$ cat src/rtl/bsg_upstream_out_mc_pkg.sv
// Shared types and elaboration-time helpers for the multi-channel upstream output serializer.
// Derived widths live here so the top module and the credit counter agree on them.
package bsg_upstream_out_mc_pkg;

  typedef enum logic [1:0] {
    IDLE  = 2'd0,
    SEND  = 2'd1,
    STALL = 2'd2
  } uo_state_e;

  function automatic int beat_w_f(input int phy_w);
    return 2 * phy_w;
  endfunction

  function automatic int beats_f(input int word_w, input int channels, input int phy_w);
    return word_w / (channels * 2 * phy_w);
  endfunction

  function automatic int cnt_w_f(input int credits);
    return $clog2(credits + 1);
  endfunction

  function automatic bit is_pow2_f(input int v);
    return (v > 0) && ((v & (v - 1)) == 0);
  endfunction

endpackage

// Elaboration-time legality guard; expands to a generate block that only exists on a bad setting.
`define BSG_UOMC_CHECK(label, cond) \
  if (!(cond)) begin : label \
    $error("bsg_upstream_out_mc: illegal parameter combination"); \
  end

$ cat src/rtl/bsg_upstream_credit_ctr.sv
// Per-channel credit counter: toggle-token edge detect, saturating add/decrement, sticky overflow.
// has_credit also counts a token arriving this cycle so a stalled link restarts one cycle later.
module bsg_upstream_credit_ctr
  import bsg_upstream_out_mc_pkg::*;
#(
  parameter int CREDITS     = 32,
  parameter int TOKEN_RATIO = 8
) (
  input  logic                          clk,
  input  logic                          rst,
  input  logic                          token,
  input  logic                          dec,
  output logic [cnt_w_f(CREDITS)-1:0]   credit,
  output logic                          has_credit,
  output logic                          overflow
);

  localparam int CNT_W  = cnt_w_f(CREDITS);
  localparam int CNT_W1 = CNT_W + 1;
  localparam logic [CNT_W:0] MAX_V   = CNT_W1'(CREDITS);
  localparam logic [CNT_W:0] RATIO_V = CNT_W1'(TOKEN_RATIO);
  localparam logic [CNT_W:0] ONE_V   = CNT_W1'(1);

  logic             token_q;
  logic             toggle;
  logic             take;
  logic [CNT_W-1:0] credit_q;
  logic [CNT_W:0]   sum;

  assign toggle = token ^ token_q;
  assign take   = dec && (credit_q != '0);

  // One extra bit so credit + ratio can be compared against the ceiling.
  always_comb begin
    sum = {1'b0, credit_q};
    if (toggle) sum = sum + RATIO_V;
    if (take)   sum = sum - ONE_V;
  end

  always_ff @(posedge clk) begin
    token_q <= token;
    if (rst) begin
      credit_q <= MAX_V[CNT_W-1:0];
      overflow <= 1'b0;
    end else if (sum > MAX_V) begin
      credit_q <= MAX_V[CNT_W-1:0];
      overflow <= 1'b1;
    end else begin
      credit_q <= sum[CNT_W-1:0];
    end
  end

  assign credit     = credit_q;
  assign has_credit = (credit_q != '0) || toggle;

endmodule

$ cat src/rtl/bsg_upstream_out_mc.sv
// Multi-channel upstream output serializer: slices a core word into per-channel beats,
// each sent as an even then odd phase, gated by per-channel credit counters.
//
//   state | meaning
//   IDLE  | no word held, ready for a new one
//   SEND  | driving a beat phase (odd_q selects even/odd)
//   STALL | word held, waiting for every channel to have credit
module bsg_upstream_out_mc
  import bsg_upstream_out_mc_pkg::*;
#(
  parameter int CHANNELS    = 2,
  parameter int PHY_W       = 8,
  parameter int WORD_W      = 64,
  parameter int CREDITS     = 32,
  parameter int TOKEN_RATIO = 8
) (
  input  logic                                   clk,
  input  logic                                   rst,
  input  logic                                   core_valid_i,
  input  logic [WORD_W-1:0]                      core_data_i,
  output logic                                   core_ready_o,
  input  logic [CHANNELS-1:0]                    io_token_i,
  output logic [CHANNELS-1:0]                    io_valid_o,
  output logic [CHANNELS*PHY_W-1:0]              io_data_o,
  output logic                                   io_odd_o,
  output logic                                   commit_o,
  output logic [CHANNELS*cnt_w_f(CREDITS)-1:0]   credits_o,
  output logic [6:0]                             sent_cnt_o,
  output logic                                   overflow_o
);

  localparam int BEAT_W  = beat_w_f(PHY_W);
  localparam int BEATS   = beats_f(WORD_W, CHANNELS, PHY_W);
  localparam int CNT_W   = cnt_w_f(CREDITS);
  localparam int SLICE_W = CHANNELS * BEAT_W;
  localparam int BEAT_IW = (BEATS > 1) ? $clog2(BEATS) : 1;
  localparam logic [BEAT_IW-1:0] LAST_BEAT = BEAT_IW'(BEATS - 1);
  localparam logic [BEAT_IW-1:0] BEAT_ONE  = BEAT_IW'(1);

  `BSG_UOMC_CHECK(g_chk_channels, (CHANNELS >= 1) && (CHANNELS <= 8))
  `BSG_UOMC_CHECK(g_chk_word, (PHY_W >= 1) && (BEATS >= 1) && ((WORD_W % SLICE_W) == 0))
  `BSG_UOMC_CHECK(g_chk_credits, is_pow2_f(CREDITS))
  `BSG_UOMC_CHECK(g_chk_ratio, is_pow2_f(TOKEN_RATIO) && (TOKEN_RATIO <= CREDITS))

  uo_state_e                 state_q, state_d;
  logic                      odd_q, odd_d;
  logic [BEAT_IW-1:0]        beat_q, beat_d;
  logic [WORD_W-1:0]         shreg_q, shreg_d;
  logic [CHANNELS*PHY_W-1:0] hold_q;
  logic [CHANNELS*PHY_W-1:0] lanes;
  logic [6:0]                sent_q;
  logic [CHANNELS-1:0]       has_credit;
  logic [CHANNELS-1:0]       ovf;
  logic                      all_credit;
  logic                      sending;
  logic                      even_emit;
  logic                      last_odd;
  logic                      ready;
  logic                      accept;

  assign all_credit = &has_credit;
  assign sending    = (state_q == SEND);
  assign even_emit  = sending && !odd_q;
  assign last_odd   = sending && odd_q && (beat_q == LAST_BEAT);
  assign ready      = !rst && ((state_q == IDLE) || last_odd);
  assign accept     = core_valid_i && ready;

  // The current beat always sits in the low SLICE_W bits of the shift register.
  for (genvar c = 0; c < CHANNELS; c++) begin : g_lane
    assign lanes[c*PHY_W +: PHY_W] = odd_q ? shreg_q[c*BEAT_W + PHY_W +: PHY_W]
                                           : shreg_q[c*BEAT_W +: PHY_W];

    bsg_upstream_credit_ctr #(
      .CREDITS     (CREDITS),
      .TOKEN_RATIO (TOKEN_RATIO)
    ) u_credit (
      .clk        (clk),
      .rst        (rst),
      .token      (io_token_i[c]),
      .dec        (even_emit),
      .credit     (credits_o[c*CNT_W +: CNT_W]),
      .has_credit (has_credit[c]),
      .overflow   (ovf[c])
    );
  end

  always_ff @(posedge clk) begin
    if (rst) begin
      state_q <= IDLE;
      odd_q   <= 1'b0;
      beat_q  <= '0;
      shreg_q <= '0;
      hold_q  <= '0;
      sent_q  <= '0;
    end else begin
      state_q <= state_d;
      odd_q   <= odd_d;
      beat_q  <= beat_d;
      shreg_q <= shreg_d;
      if (sending)   hold_q <= lanes;
      if (even_emit) sent_q <= sent_q + 7'd1;
    end
  end

  always_comb begin
    state_d = state_q;
    odd_d   = 1'b0;
    beat_d  = beat_q;
    shreg_d = shreg_q;
    unique case (state_q)
      IDLE: begin
        if (accept) begin
          shreg_d = core_data_i;
          beat_d  = '0;
          state_d = all_credit ? SEND : STALL;
        end
      end
      SEND: begin
        if (!odd_q) begin
          odd_d = 1'b1;
        end else if (beat_q != LAST_BEAT) begin
          shreg_d = shreg_q >> SLICE_W;
          beat_d  = beat_q + BEAT_ONE;
          state_d = all_credit ? SEND : STALL;
        end else if (accept) begin
          shreg_d = core_data_i;
          beat_d  = '0;
          state_d = all_credit ? SEND : STALL;
        end else begin
          state_d = IDLE;
        end
      end
      STALL: begin
        if (all_credit) state_d = SEND;
      end
      default: state_d = IDLE;
    endcase
  end

  always_comb begin
    core_ready_o = ready;
    io_valid_o   = {CHANNELS{sending}};
    io_data_o    = sending ? lanes : hold_q;
    io_odd_o     = odd_q;
    commit_o     = last_odd;
    sent_cnt_o   = sent_q;
    overflow_o   = |ovf;
  end

endmodule

$ cat config.mk
export PLATFORM = sky130hd
export DESIGN_NAME = bsg_upstream_out_mc
export DESIGN_NICKNAME = d
export VERILOG_FILES = /design/src/rtl/bsg_upstream_out_mc_pkg.sv /design/src/rtl/bsg_upstream_credit_ctr.sv /design/src/rtl/bsg_upstream_out_mc.sv
export SDC_FILE = /design/constraint.sdc
export NUM_CORES = 1
export LEC_CHECK = 0
export BUFFER_PORTS_ARGS = -buffer_cell sky130_fd_sc_hd__buf_2
export CORE_MARGIN = 2
export CORE_UTILIZATION = 45
export CTS_BUF_LIST = sky130_fd_sc_hd__clkbuf_4 sky130_fd_sc_hd__clkbuf_8
export CTS_CLUSTER_DIAMETER = 60
export DETAILED_ROUTE_END_ITERATION = 10
export PLACE_DENSITY = 0.71
export SYNTH_ARGS = -nofsm -noshare
export SYNTH_HDL_FRONTEND = slang
export SYNTH_SLANG_ARGS = --single-unit
$ cat constraint.sdc
create_clock -name clk -period 1.7 [get_ports clk]
set_input_delay 0.34 -clock clk [delete_from_list [all_inputs] [get_ports clk]]
set_output_delay 0.34 -clock clk [all_outputs]
set_load 0.03 [all_outputs]
==> results of run 1 <==
[placed cells by master (no fill, tap or decap), types with 10 or more instances in the layout]
cell     Yosys  routed
buf_6        0      47
nor2_2       0      28
nor4_2       1      17
buf_12       0      16
mux2i_1     19      10
o21ai_4      0      15
buf_4        4      73
nor2_4       0      22
nor2_1     113      63
dfxtp_1    107      96
nor4_1      30      12
nor2b_1     20      19
nand2_1     98      71
a21oi_2      0      30
buf_2        7      89
nand2_2      0      21
[worst register-to-register path, cell delays in order (launching register included)]
cell and delay [ns]:
dfxtp_4 0.37, buf_8 0.13, buf_8 0.13, or4b_4 0.57, nand2_8 0.12, buf_12 0.12, buf_16 0.13, nor2_1 0.07
nor4_1 0.34
[flip-flops by register name, summed over array words and instances (netlist names)]
register                  flops
beat_q                        1
g_lane.u_credit.credit       12
g_lane.u_credit.overflow      2
g_lane.u_credit.token_q       2
hold_q                       16
io_odd_o                      1
sent_cnt_o                    7
shreg_q                      64
state_q                       2
[routing by layer]
layer,part of all wire,vias up
li1,-,2461
met1,0.37,2699
met2,0.49,362
met3,0.069,120
met4,0.062,0
met5,0,-
[cell families after synthesis]
kind of cell	share of synthesized area
multiplexers	0.04482
adder cells (fa/ha/maj)	0.01295
AO/OA/AOI/OAI	0.1197
flip-flops	0.4435
buffers and inverters	0.04456
XOR/XNOR	0.04430
AND/OR/NAND/NOR	0.2902
[power by group through the flow]
| stage | Sequential, mW | Combinational (mW) | Clock (mW) |
|---|---|---|---|
| floorplan | 2.89 | 0.923 | 0 |
| global placement | 2.83 | 1.49 | 0 |
| detailed placement | 2.84 | 1.51 | 0 |
| CTS | 2.79 | 1.96 | 1.67 |
| global route | 2.85 | 2.58 | 1.78 |
| finish | 2.84 | 2.46 | 1.70 |
[area by class of cell]
class                   count  area (µm²)  area share
multi-input cells         440        3642      0.4251
well taps                 136       170.2     0.01986
flip-flops and latches    107        2173      0.2537
repair buffers            246        2328      0.2718
clock inverters             7       80.08    0.009347
inverters                  11       48.80    0.005696
clock buffers               9       123.9     0.01446
[final timing paths]
| kind | start | to | slack, ns | depth (start not counted) |
|---|---|---|---|---|
| worst min register to register | shreg_q[47]$_SDFFE_PP0P_ | shreg_q[47]$_SDFFE_PP0P_ | 0.49 | 2 |
| worst min-delay path | io_token_i[0] | g_lane[0].u_credit.token_q$_DFF_P_ | 0.12 | 1 |
| worst max register to register | state_q[1]$_SDFFE_PP0P_ | shreg_q[13]$_SDFFE_PP0P_ | -0.40 | 8 |
| worst max-delay path | state_q[1]$_SDFFE_PP0P_ | shreg_q[13]$_SDFFE_PP0P_ | -0.40 | 8 |
[repair_timing]
| item | in CTS | in global routing |
|---|---|---|
| buffers inserted | 26 | 39 |
| resized for setup | 124 | 210 |
| pin swaps | 31 | 48 |
| gates cloned | 12 | 5 |
| setup endpoints to repair | 99 | 102 |
==> flow_summary.json, run 1 <==
{
  "stdcell_count": 956,
  "placed_cells": 863,
  "synthDistinctLibCells": 52,
  "status": "complete, but fails checks",
  "clk_pin_slew_ns": 0.11,
  "num_vias": 5642,
  "path_cells": "buf_8 -> buf_8 -> or4b_4 -> nand2_8 -> buf_12 -> buf_16 -> nor2_1 -> nor4_1",
  "yosysMostFrequentCell": "nor2_1",
  "p_int_mw": 4.554,
  "ant_nets": 0,
  "slowest_delay_ns": 0.56,
  "syn_to_final_growth_pct": 77.38,
  "clkPwrFrac": 0.243,
  "cts_sinks": 107,
  "drc": 0,
  "rsz0062_at_grt": "yes",
  "numCtsBuffers": 9,
  "synth_cells": 598,
  "ys_async_sr_fraction": 0,
  "power_per_cell_area_mw_per_mm2": 817.8,
  "crit_type": "flop to flop",
  "cap_violations": 0,
  "crit_family": "simple AND/OR/NAND/NOR gates",
  "p_leak_nw": 3.414,
  "synth_area_mm2": 0.004830,
  "met3_usage": 0.04358,
  "syn_nets": 672,
  "worst-path-buf-inv": 4,
  "crit_top_cell": "buf_8",
  "busiest_layer": "met2",
  "viasPerCell": 5.902,
  "synth_common_cells": "nor2_1, dfxtp_1, nand2_1",
  "cpMaxStageDelayCell": "or4b_4",
  "post-route-util": 0.8261,
  "track_usage": 0.2749,
  "wl_um": 20880,
  "synth_edf_count": 0,
  "switching_power_mw": 2.452,
  "antenna_found_initial": 0,
  "die_area_mm2": 0.01158,
  "tightest_slew_ns": 0.4627,
  "io_buffers": 109,
  "grt_max_degree": 61,
  "hp-class": "primary input to flop",
  "ys_warn_count": 0,
  "worstPathRequired_ns": 1.95,
  "synth_top_area_share": 0.4435,
  "grt_pass1_vias": 5038,
  "die_y_um": 107.6,
  "power_frac_seq": 0.405,
  "worstPathMaxFanout": 7,
  "ctsHoldBuffers": 0,
  "placementRows": 37,
  "ir_worst_vdd_mv": 0.5278,
  "cts_htree_levels": 3,
  "hold_ws_ns": 0.1177,
  "synth.largest_area_cell": "dfxtp_1",
  "fin_area_mm2": 0.008567,
  "start_util": 0.4657,
  "swShare": 0.3500,
  "clockRootBuffer": "clkbuf_8",
  "cp-end-kind": "flop",
  "cts_buffer_depth": 2,
  "fin_nets": 889,
  "layout-drive-gt1-share": 0.5829,
  "drv_slew": 0,
  "pre_cts_slack_ns": -0.2351,
  "tritoncts": "yes",
  "gr-usage-met1": 0.3252,
  "setup_viol": 99,
  "clk_latency_ns": 0.39,
  "num_io_pins": 110,
  "place.gp.congestion": 0.9375,
  "synth_ff_type": "dfxtp_1",
  "synth_area_leaders": "dfxtp_1, nor2_1, nand2_1",
  "ys_ff_latch": 107,
  "firstDrtPassIters": 5,
  "syn_area_per_cell_um2": 8.076,
  "crit_arrival_ns": 2.35,
  "violations": "setup timing",
  "die_w_um": 107.6,
  "skew_ns": 0.01711,
  "hpwl_um": 9211,
  "fmax_mhz": 476.3,
  "num_antenna_cells": 0,
  "coreArea_mm2": 0.01037,
  "drt-initial-drc-count": 399,
  "timing.final.ws_setup_ns": -0.3997,
  "grt_overflow": 0,
  "max_slew_margin": 0.6915,
  "hold_violations": 0,
  "finalSetupTns_ns": -19.33,
  "comb_power_share": 0.352,
  "seq_area_frac_synth": 0.4435,
  "met2_usage": 0.4829,
  "period_needed_ns": 2.100,
  "startpoint_type": "flop",
  "dpl_cell_area_mm2": 0.006101,
  "wl_per_cell_um": 21.84,
  "power_mw": 7.006,
  "post-route-period-util": 1.235,
  "grt_pass1_wl_um": 24900,
  "fillers": 520
}
No activity file was read; power rests on OpenSTA's default activity.
==> run 2: changes to the inputs <==
--- a/config.mk
+++ b/config.mk
@@ -6,8 +6,8 @@
 export NUM_CORES = 1
 export LEC_CHECK = 0
+export ABC_AREA = 1
 export BUFFER_PORTS_ARGS = -buffer_cell sky130_fd_sc_hd__buf_2
 export CORE_MARGIN = 2
 export CORE_UTILIZATION = 45
-export CTS_BUF_LIST = sky130_fd_sc_hd__clkbuf_4 sky130_fd_sc_hd__clkbuf_8
 export CTS_CLUSTER_DIAMETER = 60
 export DETAILED_ROUTE_END_ITERATION = 10
==> constraint.sdc (replaced) <==
create_clock -name clk -period 1.7 [get_ports clk]
set_input_delay 0.34 -clock clk [delete_from_list [all_inputs] [get_ports clk]]
set_output_delay 0.34 -clock clk [all_outputs]
set_load 0.005 [all_outputs]
==> flow_summary.json, run 2 <==
{
  "status": "complete, but fails checks",
  "violations": "setup timing",
  "syn_area_per_cell_um2": 7.173,
  "placementRows": 38,
  "worstPathRequired_ns": 1.95,
  "tightest_slew_ns": 0.3028,
  "final_cell_mix": "buf_2, dfxtp_1, nand2_1",
  "skew_ns": 0.01226,
  "track_usage": 0.2378,
  "startpoint_type": "flop",
  "clk_latency_ns": 0.37,
  "final_common_cell": "buf_2",
  "rsz0062_at_grt": "yes",
  "num_vias": 5482,
  "synth_ff_type": "dfxtp_1",
  "synth_cells": 682,
  "synth_area_mm2": 0.004892,
  "seq_area_frac_synth": 0.4379,
  "synth-compound-area-share": 0.1542,
  "cts_buffer_depth": 2,
  "coreArea_mm2": 0.01075,
  "ys_ff_latch": 107,
  "drt-initial-drc-count": 457,
  "io_buffers": 109,
  "numCtsBuffers": 9,
  "synth_common_cells": "nand2_1, dfxtp_1, inv_1, nor2_1, nor3_1",
  "switching_power_mw": 2.020,
  "swShare": 0.3291,
  "crit_arrival_ns": 2.14,
  "synth_top_area_share": 0.4379,
  "viasPerCell": 5.498,
  "pre_cts_slack_ns": -0.1151,
  "grt_pass1_vias": 4790,
  "firstDrtPassIters": 5,
  "wl_um": 16890,
  "largest_register_ffs": 64,
  "num_io_pins": 110,
  "crit_type": "flop to flop",
  "clkPwrFrac": 0.267,
  "min-delay-start": "io_token_i[0]",
  "synth.largest_area_cell": "dfxtp_1",
  "fmax_mhz": 529.9,
  "ys_warn_count": 0,
  "dpl_cell_area_mm2": 0.005792,
  "largest_register": "shreg_q",
  "grt_max_degree": 34,
  "ir_worst_vdd_mv": 0.4835,
  "cts_htree_levels": 3,
  "die_y_um": 108.3,
  "die_w_um": 108.3,
  "antenna_found_initial": 0,
  "synth_edf_count": 0,
  "post-route-period-util": 1.110,
  "period_needed_ns": 1.887,
  "setup_viol": 87,
  "cp-end-kind": "flop",
  "synth_xor_xnor_area_share": 0.006905,
  "ctsHoldBuffers": 0,
  "drv_slew": 0,
  "layout-drive-gt1-share": 0.4901,
  "power_frac_seq": 0.463,
  "power_per_cell_area_mw_per_mm2": 814.0,
  "critPathLaunch": "state_q[0]$_SDFFE_PP0P_",
  "finalSetupTns_ns": -7.651,
  "fin_nets": 926,
  "start_util": 0.4553,
  "clockRootBuffer": "clkbuf_8",
  "num_antenna_cells": 0,
  "p_int_mw": 4.118,
  "clk_pin_slew_ns": 0.11,
  "synthAdderAreaFrac": 0.01279,
  "stdcell_count": 997,
  "grt_pass1_wl_um": 22290,
  "ys_async_sr_fraction": 0,
  "syn_to_final_growth_pct": 54.14,
  "cts_sinks": 107,
  "cap_violations": 0,
  "synth_area_leaders": "dfxtp_1, nand2_1, inv_1",
  "place.gp.congestion": 0.8953,
  "synth_top_family_by_area": "simple AND/OR/NAND/NOR gates",
  "placed_cells": 939,
  "post-route-util": 0.7018,
  "syn_nets": 756,
  "die_area_mm2": 0.01172,
  "yosysMostFrequentCell": "nand2_1",
  "grt_overflow": 0,
  "synthDistinctLibCells": 31,
  "hold_violations": 0,
  "tritoncts": "yes",
  "fin_area_mm2": 0.007541,
  "hpwl_um": 9358,
  "hp-class": "primary input to flop",
  "p_leak_nw": 3.491,
  "ant_nets": 0,
  "drc": 0,
  "timing.final.ws_setup_ns": -0.1873,
  "wl_per_cell_um": 16.94,
  "synth-simple-area-share": 0.2831,
  "reg2reg_from": "state_q[0]$_SDFFE_PP0P_",
  "worstPathMaxFanout": 8,
  "synth_mux_area_frac": 0,
  "max_slew_margin": 0.7960,
  "comb_power_share": 0.270
}
==> run 2: cell types whose count changed after synthesis, moves of 19 or more <==
| cell | change |
|---|---|
| mux2i_1 | -19 |
| o21ai_0 | +20 |
| nor2_1 | -23 |
| nand3_1 | +32 |
| inv_1 | +79 |
| nor2b_1 | -20 |
| nor4_1 | -30 |
| a21oi_1 | -27 |
| nand2_1 | +27 |
| nor3_1 | +50 |
==> run 2: area by class of cell <==
class	count	area (µm²)
Tap cell	140	175.2
Timing Repair Buffer	192	1463
Sequential cell	107	2151
Timing Repair inverter	1	6.256
Clock inverter	6	73.82
Clock buffer	10	127.6
Fill cell	790	3204
Multi-Input combinational cell	447	3178
Inverter	94	366.6
==> run 2: repair_timing <==
item                                   4_1_cts  5_1_grt
resized for setup                           57      245
cloned                                       2        7
pin swaps                                   16       48
setup buffers                               12       24
setup endpoints to repair                   43       96
endpoints found under the hold margin        0        0
==> run 2: worst paths after layout <==
check,to,slack (ns),cells after the start
setup / recovery,shreg_q[31]$_SDFFE_PP0P_,-0.19,11
hold / removal,g_lane[0].u_credit.token_q$_DFF_P_,0.11,1
setup reg to reg,shreg_q[31]$_SDFFE_PP0P_,-0.19,11
hold reg to reg,shreg_q[55]$_SDFFE_PP0P_,0.47,2
==> run 2: critical path: stages (launching register included) <==
cell and delay (ns):
dfxtp_2 0.37, buf_4 0.17, nor2_4 0.06, inv_1 0.11, o21ai_4 0.08, buf_6 0.12, nand3_4 0.10, buf_6 0.16
nand2_8 0.09, buf_8 0.16, o21ai_0 0.24, a21oi_1 0.08
==> run 2: kinds of logic after synthesis <==
| kind of cell | after synthesis |
|---|---|
| adders and majority gates | 5 |
| AOI/OAI and AO/OA | 117 |
| DFF | 107 |
| and+or+nand+nor | 322 |
| buffers and inverters | 128 |
| xor gates and xnor gates | 3 |
==> run 2: stage by stage <==
| step | hold WS [ns] | power [mW] |
|---|---|---|
| global placement | 0.4434 | 3.882 |
| detailed placement | 0.4436 | 3.922 |
| CTS | 0.09043 | 5.629 |
| global route | 0.09303 | 6.396 |
| finish | 0.1054 | 6.138 |
| floorplan | 0.3677 | 3.499 |
==> run 2: power groups by stage <==
stage               Combinational, mW  Sequential (mW)  Clock [mW]
finish                           1.66             2.84        1.64
global route                     1.79             2.86        1.75
global placement                 1.04             2.85           0
floorplan                       0.671             2.83           0
detailed placement               1.07             2.85           0
CTS                              1.18             2.80        1.65
==> run 2: layer usage <==
metal | global-route usage | share of wire | vias to the layer above
met2 | 0.4164 | 0.52 | 247
met3 | 0.03677 | 0.055 | 53
met5 | 0 | 0 | -
li1 | - | - | 2583
met1 | 0.3040 | 0.39 | 2599
met4 | 0.06593 | 0.035 | 0
==> run 3: changes to the inputs <==
- CTS_BUF_LIST: unset -> sky130_fd_sc_hd__clkbuf_4 sky130_fd_sc_hd__clkbuf_8
==> flow_summary.json, run 3 (synthesized netlist as in run 2, its figures left out) <==
{
  "status": "complete, but fails checks",
  "violations": "setup timing",
  "comb_power_share": 0.270,
  "skew_ns": 0.01305,
  "numCtsBuffers": 9,
  "startpoint_type": "flop",
  "swShare": 0.3282,
  "hp-class": "primary input to flop",
  "crit_type": "flop to flop",
  "stdcell_count": 997,
  "place.gp.congestion": 0.8953,
  "ant_nets": 0,
  "ir_worst_vdd_mv": 0.4827,
  "wl_um": 16860,
  "final_cell_mix": "buf_2, dfxtp_1, nand2_1",
  "period_needed_ns": 1.889,
  "clk_pin_slew_ns": 0.11,
  "die_w_um": 108.3,
  "grt_pass1_wl_um": 22270,
  "timing.final.ws_setup_ns": -0.1893,
  "grt_max_degree": 34,
  "syn_to_final_growth_pct": 54.12,
  "placementRows": 38,
  "setup_viol": 87,
  "busiest_layer": "met2",
  "fmax_mhz": 529.3,
  "fin_nets": 926,
  "cap_violations": 0,
  "ctsHoldBuffers": 0,
  "rsz0062_at_grt": "yes",
  "cts_sinks": 107,
  "largest_register_ffs": 64,
  "grt_pass1_vias": 4787,
  "firstDrtPassIters": 5,
  "met3_usage": 0.03677,
  "largest_register": "shreg_q",
  "die_y_um": 108.3,
  "switching_power_mw": 2.019,
  "cp-end-kind": "flop",
  "num_antenna_cells": 0,
  "num_io_pins": 110,
  "antenna_found_initial": 0,
  "worstPathMaxFanout": 8,
  "met2_usage": 0.4164,
  "drc": 0,
  "drv_slew": 0,
  "tightest_slew_ns": 0.3018,
  "hold_ws_ns": 0.1056,
  "final_common_cell": "buf_2",
  "power_frac_seq": 0.461,
  "power_per_cell_area_mw_per_mm2": 816.1,
  "hold_violations": 0,
  "clkPwrFrac": 0.269,
  "viasPerCell": 5.454,
  "layout-drive-gt1-share": 0.4901,
  "clk_latency_ns": 0.37,
  "cts_buffer_depth": 2,
  "max_slew_margin": 0.7972,
  "cts_htree_levels": 3,
  "drt-initial-drc-count": 492,
  "die_area_mm2": 0.01172,
  "track_usage": 0.2377,
  "post-route-period-util": 1.111,
  "crit_arrival_ns": 2.18,
  "hpwl_um": 9358,
  "placed_cells": 939,
  "tritoncts": "yes",
  "coreArea_mm2": 0.01075,
  "p_int_mw": 4.134,
  "gr-usage-met1": 0.3036,
  "wl_per_cell_um": 16.91,
  "worstPathRequired_ns": 2.00,
  "grt_overflow": 0,
  "io_buffers": 109,
  "num_vias": 5438,
  "clockRootBuffer": "clkbuf_8",
  "p_leak_nw": 3.493,
  "start_util": 0.4553
}
## run 3: path summary, 6_finish.rpt
check | start | to | slack, ns | cells after the start
worst min register to register | shreg_q[50]$_SDFFE_PP0P_ | shreg_q[50]$_SDFFE_PP0P_ | 0.48 | 2
worst min-delay path | io_token_i[0] | g_lane[0].u_credit.token_q$_DFF_P_ | 0.11 | 1
worst max-delay path | state_q[1]$_SDFFE_PP0P_ | shreg_q[31]$_SDFFE_PP0P_ | -0.19 | 12
worst max register to register | state_q[1]$_SDFFE_PP0P_ | shreg_q[31]$_SDFFE_PP0P_ | -0.19 | 12
## run 3: per-layer routing
layer,vias up,wire (µm)
li1,2578,-
met1,2573,6612
met2,233,8681
met3,54,956
met4,0,611
met5,-,0
## run 3: metrics by stage
step	area [µm²]	util	TNS, ns	total power, mW	worst slack (ns)
detailed placement	5792	0.5390	-0.9032	3.922	-0.1151
CTS	6309	0.5871	-3.209	5.644	-0.1617
finish	7540	0.7017	-7.728	6.153	-0.1893
floorplan	4892	-	0	3.499	0.03526
global placement	5792	0.5390	-0.1986	3.882	-0.03762
global route	7540	0.7017	-15.50	6.414	-0.3063
## run 3: cell type report
class | count | area (µm²)
fillers | 789 | 3206
multi-input cells | 447 | 3173
flip-flops and latches | 107 | 2151
repair buffers | 192 | 1463
inverters | 94 | 366.6
well taps | 140 | 175.2
clock buffers | 10 | 131.4
clock inverters | 6 | 73.82
repair inverters | 1 | 6.256
## run 3: timing repair
| action | 4_1_cts | 5_1_grt |
|---|---|---|
| gates cloned | 2 | 7 |
| pin swaps | 16 | 48 |
| setup endpoints to repair | 43 | 96 |
| gates resized for setup | 57 | 244 |
| setup buffers | 12 | 24 |
## run 3: critical path, cell delays in order, from the launching register on
cell	delay (ns)
dfxtp_2	0.34
inv_2	0.08
nand2_4	0.09
inv_4	0.09
nand2_8	0.08
o21ai_4	0.15
buf_6	0.12
nand3_4	0.11
buf_6	0.18
nand2_8	0.11
buf_8	0.15
o21ai_0	0.12
a21oi_1	0.17
## run 3: power by group through the flow
stage / Sequential [mW] / Clock (mW) / Combinational [mW]
4_1_cts: 2.80 / 1.67 / 1.18
5_1_grt: 2.86 / 1.77 / 1.79
6_report: 2.84 / 1.65 / 1.66
3_5_place_dp: 2.85 / 0 / 1.07
3_3_place_gp: 2.85 / 0 / 1.04
2_1_floorplan: 2.83 / 0 / 0.671
